===== src/rtl/fb_write_arbiter_if.sv =====
// Frame-buffer arbiter bus: pixel writer, scan-out reader, clear control,
// status flags and the single-port RAM connection, bundled in one interface.
// Signal names keep their arbiter-side direction suffixes so each one maps
// directly onto the block it belongs to.
interface fb_write_arbiter_if #(
    parameter int ADDR_WIDTH = 16,
    parameter int DATA_WIDTH = 7
);
    logic                  wr_en_i;
    logic [ADDR_WIDTH-1:0] wr_addr_i;
    logic [DATA_WIDTH-1:0] wr_data_i;
    logic                  wr_stall_o;
    logic                  rd_req_i;
    logic [ADDR_WIDTH-1:0] rd_addr_i;
    logic                  rd_valid_o;
    logic [DATA_WIDTH-1:0] rd_data_o;
    logic                  clear_i;
    logic                  busy_o;
    logic                  overflow_o;
    logic [7:0]            drop_cnt_o;
    logic                  mem_en_o;
    logic                  mem_we_o;
    logic [ADDR_WIDTH-1:0] mem_addr_o;
    logic [DATA_WIDTH-1:0] mem_wdata_o;
    logic [DATA_WIDTH-1:0] mem_rdata_i;

    // Arbiter side
    modport slave (
        input  wr_en_i, wr_addr_i, wr_data_i, rd_req_i, rd_addr_i, clear_i, mem_rdata_i,
        output wr_stall_o, rd_valid_o, rd_data_o, busy_o, overflow_o, drop_cnt_o,
               mem_en_o, mem_we_o, mem_addr_o, mem_wdata_o
    );

    // Producer / reader / RAM side
    modport master (
        output wr_en_i, wr_addr_i, wr_data_i, rd_req_i, rd_addr_i, clear_i, mem_rdata_i,
        input  wr_stall_o, rd_valid_o, rd_data_o, busy_o, overflow_o, drop_cnt_o,
               mem_en_o, mem_we_o, mem_addr_o, mem_wdata_o
    );
endinterface


===== src/rtl/fb_write_arbiter.sv =====
// Frame-buffer write arbiter: shares a single-port RAM between buffered pixel
// writes and fixed-latency scan-out reads, with a clear engine that zeroes
// the whole buffer after reset or on request.
module fb_write_arbiter #(
    parameter int ADDR_WIDTH = 16,
    parameter int DATA_WIDTH = 7,
    parameter int FIFO_DEPTH = 8,
    parameter int FB_WORDS   = 38400
) (
    input  logic             clk_i,
    input  logic             rst_ni,
    fb_write_arbiter_if.slave bus
);
    localparam int PTR_W = $clog2(FIFO_DEPTH);
    localparam logic [ADDR_WIDTH-1:0] LAST_ADDR = ADDR_WIDTH'(FB_WORDS - 1);
    localparam logic [PTR_W:0]        OCC_HI    = (PTR_W + 1)'(FIFO_DEPTH - 2);

    typedef enum logic [0:0] {
        StClear = 1'b0,
        StRun   = 1'b1
    } stateT;

    stateT                 stateQ;
    logic [ADDR_WIDTH-1:0] caQ;
    logic                  memEnQ;
    logic                  memWeQ;
    logic [ADDR_WIDTH-1:0] memAddrQ;
    logic [DATA_WIDTH-1:0] memWdataQ;
    logic                  wrStallQ;

    logic [ADDR_WIDTH-1:0] fifoAddr [FIFO_DEPTH];
    logic [DATA_WIDTH-1:0] fifoData [FIFO_DEPTH];
    logic [PTR_W:0]        wrPtrQ, wrPtrD;
    logic [PTR_W:0]        rdPtrQ, rdPtrD;
    logic [PTR_W:0]        occupancy;
    logic                  fifoEmpty, fifoFull;

    logic                  doRead, doClear, doPop;
    logic                  inRange, pushOk, dropRange, dropFull;

    logic                  overflowQ, overflowD;
    logic [7:0]            dropCntQ, dropCntD;

    logic [1:0]            rdPipeQ;
    logic                  rdStageValidQ;
    logic [DATA_WIDTH-1:0] rdStageDataQ;
    logic                  rdValidQ;
    logic [DATA_WIDTH-1:0] rdDataQ;

    // Slot decision, FIFO status and next pointer / drop-counter values
    always_comb begin
        occupancy = wrPtrQ - rdPtrQ;
        fifoEmpty = (wrPtrQ == rdPtrQ);
        fifoFull  = (wrPtrQ[PTR_W] != rdPtrQ[PTR_W]) &&
                    (wrPtrQ[PTR_W-1:0] == rdPtrQ[PTR_W-1:0]);

        doRead  = bus.rd_req_i;
        doClear = !doRead && (stateQ == StClear);
        doPop   = !doRead && (stateQ == StRun) && !fifoEmpty;

        inRange   = (bus.wr_addr_i <= LAST_ADDR);
        pushOk    = bus.wr_en_i && inRange && (!fifoFull || doPop);
        dropRange = bus.wr_en_i && !inRange;
        dropFull  = bus.wr_en_i && inRange && fifoFull && !doPop;

        wrPtrD = pushOk ? (wrPtrQ + 1'b1) : wrPtrQ;
        rdPtrD = doPop  ? (rdPtrQ + 1'b1) : rdPtrQ;

        overflowD = overflowQ;
        dropCntD  = dropCntQ;
        if (bus.clear_i) begin
            overflowD = 1'b0;
            dropCntD  = 8'd0;
        end else begin
            if (dropFull) begin
                overflowD = 1'b1;
            end
            if ((dropFull || dropRange) && (dropCntQ != 8'hFF)) begin
                dropCntD = dropCntQ + 8'd1;
            end
        end
    end

    // FIFO storage; the head entry is read combinationally on pop
    always_ff @(posedge clk_i) begin
        if (pushOk) begin
            fifoAddr[wrPtrQ[PTR_W-1:0]] <= bus.wr_addr_i;
            fifoData[wrPtrQ[PTR_W-1:0]] <= bus.wr_data_i;
        end
    end

    // FIFO pointers and sticky drop status
    always_ff @(posedge clk_i or negedge rst_ni) begin
        if (!rst_ni) begin
            wrPtrQ    <= '0;
            rdPtrQ    <= '0;
            overflowQ <= 1'b0;
            dropCntQ  <= 8'd0;
        end else begin
            wrPtrQ    <= wrPtrD;
            rdPtrQ    <= rdPtrD;
            overflowQ <= overflowD;
            dropCntQ  <= dropCntD;
        end
    end

    // Clear/run FSM driving the registered RAM port and the producer stall
    always_ff @(posedge clk_i or negedge rst_ni) begin
        if (!rst_ni) begin
            stateQ    <= StClear;
            caQ       <= '0;
            memEnQ    <= 1'b0;
            memWeQ    <= 1'b0;
            memAddrQ  <= '0;
            memWdataQ <= '0;
            wrStallQ  <= 1'b0;
        end else begin
            memEnQ   <= 1'b0;
            memWeQ   <= 1'b0;
            wrStallQ <= (occupancy >= OCC_HI) || (stateQ == StClear);
            if (doRead) begin
                memEnQ   <= 1'b1;
                memAddrQ <= bus.rd_addr_i;
            end else if (doClear) begin
                memEnQ    <= 1'b1;
                memWeQ    <= 1'b1;
                memAddrQ  <= caQ;
                memWdataQ <= '0;
                if (caQ == LAST_ADDR) begin
                    stateQ <= StRun;
                    caQ    <= '0;
                end else begin
                    caQ <= caQ + 1'b1;
                end
            end else if (doPop) begin
                memEnQ    <= 1'b1;
                memWeQ    <= 1'b1;
                memAddrQ  <= fifoAddr[rdPtrQ[PTR_W-1:0]];
                memWdataQ <= fifoData[rdPtrQ[PTR_W-1:0]];
            end
            if (bus.clear_i) begin
                stateQ <= StClear;
                caQ    <= '0;
            end
        end
    end

    // Read return pipeline: two slots of RAM latency, a capture stage, then the output register
    always_ff @(posedge clk_i or negedge rst_ni) begin
        if (!rst_ni) begin
            rdPipeQ       <= '0;
            rdStageValidQ <= 1'b0;
            rdStageDataQ  <= '0;
            rdValidQ      <= 1'b0;
            rdDataQ       <= '0;
        end else begin
            rdPipeQ       <= {rdPipeQ[0], doRead};
            rdStageValidQ <= rdPipeQ[1];
            rdStageDataQ  <= bus.mem_rdata_i;
            rdValidQ      <= rdStageValidQ;
            if (rdStageValidQ) begin
                rdDataQ <= rdStageDataQ;
            end
        end
    end

    assign bus.mem_en_o    = memEnQ;
    assign bus.mem_we_o    = memWeQ;
    assign bus.mem_addr_o  = memAddrQ;
    assign bus.mem_wdata_o = memWdataQ;
    assign bus.wr_stall_o  = wrStallQ;
    assign bus.busy_o      = (stateQ == StClear);
    assign bus.overflow_o  = overflowQ;
    assign bus.drop_cnt_o  = dropCntQ;
    assign bus.rd_valid_o  = rdValidQ;
    assign bus.rd_data_o   = rdDataQ;

endmodule


===== src/flat_wrapper.sv =====
// flat-port wrapper written by rule: the top's interface ports become plain ports
module fb_write_arbiter_flat 
#(
    parameter int ADDR_WIDTH = 16,
    parameter int DATA_WIDTH = 7,
    parameter int FIFO_DEPTH = 8,
    parameter int FB_WORDS   = 38400
)
  (clk_i, rst_ni, bus_wr_en_i, bus_wr_addr_i, bus_wr_data_i, bus_rd_req_i, bus_rd_addr_i, bus_clear_i, bus_mem_rdata_i, bus_wr_stall_o, bus_rd_valid_o, bus_rd_data_o, bus_busy_o, bus_overflow_o, bus_drop_cnt_o, bus_mem_en_o, bus_mem_we_o, bus_mem_addr_o, bus_mem_wdata_o);
  fb_write_arbiter_if #(.ADDR_WIDTH(ADDR_WIDTH), .DATA_WIDTH(DATA_WIDTH)) bus_i ();
  input  logic clk_i;
  input  logic rst_ni;
  input wire logic [$bits(bus_i.wr_en_i)-1:0] bus_wr_en_i;
  input wire logic [$bits(bus_i.wr_addr_i)-1:0] bus_wr_addr_i;
  input wire logic [$bits(bus_i.wr_data_i)-1:0] bus_wr_data_i;
  input wire logic [$bits(bus_i.rd_req_i)-1:0] bus_rd_req_i;
  input wire logic [$bits(bus_i.rd_addr_i)-1:0] bus_rd_addr_i;
  input wire logic [$bits(bus_i.clear_i)-1:0] bus_clear_i;
  input wire logic [$bits(bus_i.mem_rdata_i)-1:0] bus_mem_rdata_i;
  output wire logic [$bits(bus_i.wr_stall_o)-1:0] bus_wr_stall_o;
  output wire logic [$bits(bus_i.rd_valid_o)-1:0] bus_rd_valid_o;
  output wire logic [$bits(bus_i.rd_data_o)-1:0] bus_rd_data_o;
  output wire logic [$bits(bus_i.busy_o)-1:0] bus_busy_o;
  output wire logic [$bits(bus_i.overflow_o)-1:0] bus_overflow_o;
  output wire logic [$bits(bus_i.drop_cnt_o)-1:0] bus_drop_cnt_o;
  output wire logic [$bits(bus_i.mem_en_o)-1:0] bus_mem_en_o;
  output wire logic [$bits(bus_i.mem_we_o)-1:0] bus_mem_we_o;
  output wire logic [$bits(bus_i.mem_addr_o)-1:0] bus_mem_addr_o;
  output wire logic [$bits(bus_i.mem_wdata_o)-1:0] bus_mem_wdata_o;
  assign bus_i.wr_en_i = bus_wr_en_i;
  assign bus_i.wr_addr_i = bus_wr_addr_i;
  assign bus_i.wr_data_i = bus_wr_data_i;
  assign bus_i.rd_req_i = bus_rd_req_i;
  assign bus_i.rd_addr_i = bus_rd_addr_i;
  assign bus_i.clear_i = bus_clear_i;
  assign bus_i.mem_rdata_i = bus_mem_rdata_i;
  assign bus_wr_stall_o = bus_i.wr_stall_o;
  assign bus_rd_valid_o = bus_i.rd_valid_o;
  assign bus_rd_data_o = bus_i.rd_data_o;
  assign bus_busy_o = bus_i.busy_o;
  assign bus_overflow_o = bus_i.overflow_o;
  assign bus_drop_cnt_o = bus_i.drop_cnt_o;
  assign bus_mem_en_o = bus_i.mem_en_o;
  assign bus_mem_we_o = bus_i.mem_we_o;
  assign bus_mem_addr_o = bus_i.mem_addr_o;
  assign bus_mem_wdata_o = bus_i.mem_wdata_o;
  fb_write_arbiter #(.ADDR_WIDTH(ADDR_WIDTH), .DATA_WIDTH(DATA_WIDTH), .FIFO_DEPTH(FIFO_DEPTH), .FB_WORDS(FB_WORDS)) u_core (.clk_i(clk_i), .rst_ni(rst_ni), .bus(bus_i));
endmodule

===== config.mk =====
export PLATFORM = sky130hd
export DESIGN_NAME = fb_write_arbiter_flat
export DESIGN_NICKNAME = d
export VERILOG_FILES = /design/src/rtl/fb_write_arbiter_if.sv /design/src/rtl/fb_write_arbiter.sv /design/src/flat_wrapper.sv
export SDC_FILE = /design/constraint.sdc
export NUM_CORES = 1
export LEC_CHECK = 0
export ABC_AREA = 1
export ABC_CLOCK_PERIOD_IN_PS = 3830
export BUFFER_PORTS_ARGS = -buffer_cell sky130_fd_sc_hd__clkbuf_2
export CAP_MARGIN = 20
export CORE_MARGIN = 4
export CORE_UTILIZATION = 48
export DETAILED_ROUTE_END_ITERATION = 16
export PLACE_DENSITY_LB_ADDON = 0.12
export SYNTH_ARGS = -nofsm -noshare
export SYNTH_HDL_FRONTEND = slang
export SYNTH_SLANG_ARGS = --single-unit
export TNS_END_PERCENT = 100

===== constraint.sdc =====
create_clock -name clk_i -period 3.83 [get_ports clk_i]
set_input_delay 0.9575 -clock clk_i [delete_from_list [all_inputs] [get_ports clk_i]]
set_output_delay 0.9575 -clock clk_i [all_outputs]
set_load 0.01 [all_outputs]

==> run_results.csv <==
group,metric,value,unit
setup_path,critPathArrivalTime,2.62,ns
setup_path,crit_chain,"inv_1 -> ha_1 -> nand3_1 -> nor2_2 -> nand2_2 -> inv_1 -> nor2_4 -> nand2_2 -> nor2_2 -> buf_4",
global_routing,grt_pass1_vias,7258,
power_and_ir_drop,power_density,663,nW/µm²
global_routing,grt_pass1_wl,40400,µm
setup_path,critPathTopFamily,"buffers and inverters",
placement,io_buffers,94,
placement,dp_cells,1380,
setup_path,worstPathRequired,4.03,ns
routing,dr_wl_met2,11600,µm
yosys,yosys.area.top_type,"edfxtp_1",
timing,max_freq,412,MHz
clock_network,clkTransAtPathRegs,0.06,ns
outcome,status,"completed",
timing,rsz0062_at_grt,"no",
setup_path,startpoint_type,"flop",
routing,firstDrtPassIters,5,
setup_path,critical_path_cell_count,10,
final_layout,n_antenna_cell,0,
floorplanning,die_w,160,µm
setup_path,r2r_start,"u_core.wrPtrQ[0]$_DFFE_PN0P_",
timing,fin_worst_skew,0.0119,ns
floorplanning,die_h,160,µm
yosys,synth_common_cells,"nor2_1 (201), edfxtp_1 (184), nand2_1 (171)",
clock_network,cts_tree,"yes",
yosys,ys_warn_count,0,
global_routing,antenna_found_initial,0,
placement,dp_slack,0.955,ns
placement,gp_congestion,0.871,
floorplanning,floorplan.rows,55,
setup_path,reg2reg_slack,1.40,ns
routing,top_layer_used,"met4",
clock_network,cts_setup_buffers,0,
yosys,yosysMostFrequentCell,"nor2_1",
global_routing,grt_max_degree,79,
routing,ant_nets,0,
timing,setup_slack,1.40,ns
final_layout,fin_nets,1185,
setup_path,path_class,"flop to flop",
timing,setup_tns,0,ns
floorplanning,start_util,49.0,%
power_and_ir_drop,vdd_drop_max,0.435,mV
setup_path,r2r_cells,10,
clock_network,ctsHoldBuffers,0,
clock_network,clk-insertion-delay-late,0.54,ns
floorplanning,die_area,25700,µm²
job,maxCapViolCount,0,
final_layout,syn_to_final_growth,15.9,%
clock_network,htree_levels,1,
final_layout,drive_above_1_share,17.5,%
placement,place_area,11900,µm²
yosys,synth_area,11100,µm²
routing,dr_total_vias,7534,
timing,slew_violations,0,
floorplanning,io_pins,95,
placement,dp.final_hpwl,16200,µm
setup_path,cpPeakStageDelay,0.43,ns
yosys,synth-seq-cells,262,
yosys,synth-edff-count,184,
global_routing,grt_use_total,19.7,%
timing,finalHoldViolations,0,
clock_network,ctsResizeCount,0,
final_layout,postLayoutCellArea,12900,µm²
timing,setup_violations,0,
setup_path,end_kind,"flop",
yosys,syn_inst,1025,
clock_network,root_buffer,"clkbuf_16",
setup_path,slowest_stage,"dfrtp_1",
yosys,ys_top_cells_by_area,"edfxtp_1 (50%), dfrtp_1 (18%), nor2_1 (6.8%)",
final_layout,final_cells,1431,
timing,slew_headroom,53.9,%
yosys,synth_ff_type,"edfxtp_1",
yosys,async_flop_share,29.8,%
power_and_ir_drop,p_total,8540,µW
setup_path,crit_buf_inv,3,
global_routing,gr-total-overflow,0,
clock_network,clock-sinks,262,
timing,tightest_slew,0.691,ns
routing,drt-met1-wl,11500,µm
routing,avgViaCountPerCell,5.26,
yosys,yosysSeqAreaShare,67.2,%
power_and_ir_drop,p_leak,0.00520,µW
timing,finalCritPeriodShare,63.4,%
yosys,synth_cell_types,38,
setup_path,crit_end,"u_core.fifoAddr[4][14]$_DFFE_PP_",
timing,final.min_clock_period,2.43,ns
routing,drt_iter0_markers,610,
routing,remaining_drc_errors,0,
setup_path,startpoint,"u_core.wrPtrQ[0]$_DFFE_PN0P_",
setup_path,critical_path_peak_fanout,23,
routing,met3_length,1530,µm
hold_path,hp-class,"primary input to async pin",
yosys,mappedNetlistNets,1084,
routing,wl,25100,µm
floorplanning,core,22700,µm²
clock_network,clockBufferDepth,3,
routing,wl_per_cell,17.6,µm
setup_path,rr_endpoint,"u_core.fifoAddr[4][14]$_DFFE_PP_",
clock_network,cts_buffers,28,
yosys,synth_top_area_share,49.7,%
yosys,synth_area_per_cell,10.8,µm²
-- how the worst min path moves through the flow --
stage | cells past startpoint | slack (ns) | end | startpoint
after global routing | 1 | 0.21 | u_core.rdStageDataQ[1]$_DFF_PN0_ | rst_ni
after detailed placement | 0 | 0.33 | u_core.rdStageValidQ$_DFF_PN0_ | u_core.rdPipeQ[1]$_DFF_PN0_
after global placement | 0 | 0.33 | u_core.rdStageValidQ$_DFF_PN0_ | u_core.rdPipeQ[1]$_DFF_PN0_
after floorplan | 0 | 0.33 | u_core.rdPipeQ[1]$_DFF_PN0_ | u_core.rdPipeQ[0]$_DFF_PN0_
final | 1 | 0.22 | u_core.rdStageDataQ[1]$_DFF_PN0_ | rst_ni
after CTS | 0 | 0.35 | u_core.rdStageValidQ$_DFF_PN0_ | u_core.rdPipeQ[1]$_DFF_PN0_
-- logic make-up after synthesis --
family | count (synthesis) | share of synthesized area [%]
simple gates | 487 | 18.5
compound gates | 144 | 7.26
fa+ha+maj | 8 | 0.968
xor+xnor | 14 | 1.17
mux | 7 | 0.709
flops | 262 | 67.2
buf+inv | 103 | 4.16
-- power by group --
part           leakage (µW)  internal [µW]  switching (µW)  total, µW
Clock              0.000465           1690            1050       2740
Combinational       0.00208            713            1560       2270
Sequential          0.00265           3370             160       3530
-- cell type report --
| type | count | area, µm² |
|---|---|---|
| clock buffer | 35 | 737 |
| fill | 1960 | 9830 |
| inverter | 56 | 210 |
| timing repair buffer | 118 | 686 |
| multi-input combinational | 660 | 3210 |
| clock inverter | 15 | 208 |
| sequential | 262 | 7480 |
| tap | 285 | 357 |
-- worst reg2reg max path, cell delays in order, from the launching register on --
cell     delay (ns)
dfrtp_1        0.43
inv_1          0.24
ha_1           0.28
nand3_1        0.15
nor2_2         0.05
nand2_2        0.11
inv_1          0.09
nor2_4         0.15
nand2_2        0.12
nor2_2         0.10
buf_4          0.35
-- registers in the layout (all words and copies together) (netlist names) --
| signal | cells |
|---|---|
| u_core.rdPtrQ | 4 |
| u_core.bus.mem_we_o | 1 |
| u_core.fifoAddr | 128 |
| u_core.bus.mem_en_o | 1 |
| u_core.bus.rd_valid_o | 1 |
| u_core.rdStageDataQ | 7 |
| u_core.bus.mem_wdata_o | 7 |
| u_core.caQ | 16 |
| u_core.wrPtrQ | 4 |
| u_core.bus.rd_data_o | 7 |
| u_core.bus.mem_addr_o | 16 |
| u_core.rdPipeQ | 2 |
| u_core.bus.wr_stall_o | 1 |
| u_core.fifoData | 56 |
| u_core.rdStageValidQ | 1 |
| u_core.bus.overflow_o | 1 |
| u_core.stateQ | 1 |
| u_core.bus.drop_cnt_o | 8 |
-- layer usage --
metal,vias up,global-route usage [%]
met2,226,30.8
met1,3564,28.8
met5,-,0
met4,0,5.01
met3,41,3.38
li1,3703,-
-- placed cells by master, fill, tap and decap left out, types with 9 or more instances in the layout --
| cell type | instances |
|---|---|
| nor2_1 | 196 |
| edfxtp_1 | 184 |
| nand2_1 | 171 |
| clkbuf_2 | 93 |
| o21ai_0 | 86 |
| nand3_1 | 78 |
| dfrtp_1 | 77 |
| inv_1 | 49 |
| clkbuf_16 | 28 |
| buf_4 | 23 |
| a21oi_1 | 21 |
| a22oi_1 | 16 |
| o211ai_1 | 14 |
| nor2_2 | 9 |
-- per-stage QoR --
step           utilization, %  hold WS [ns]
2_1_floorplan               -         0.331
3_3_place_gp             52.5         0.332
3_5_place_dp             52.5         0.335
4_1_cts                  56.6         0.348
5_1_grt                  56.7         0.213
6_report                 56.7         0.223
Power figures use the tool's default switching activity.
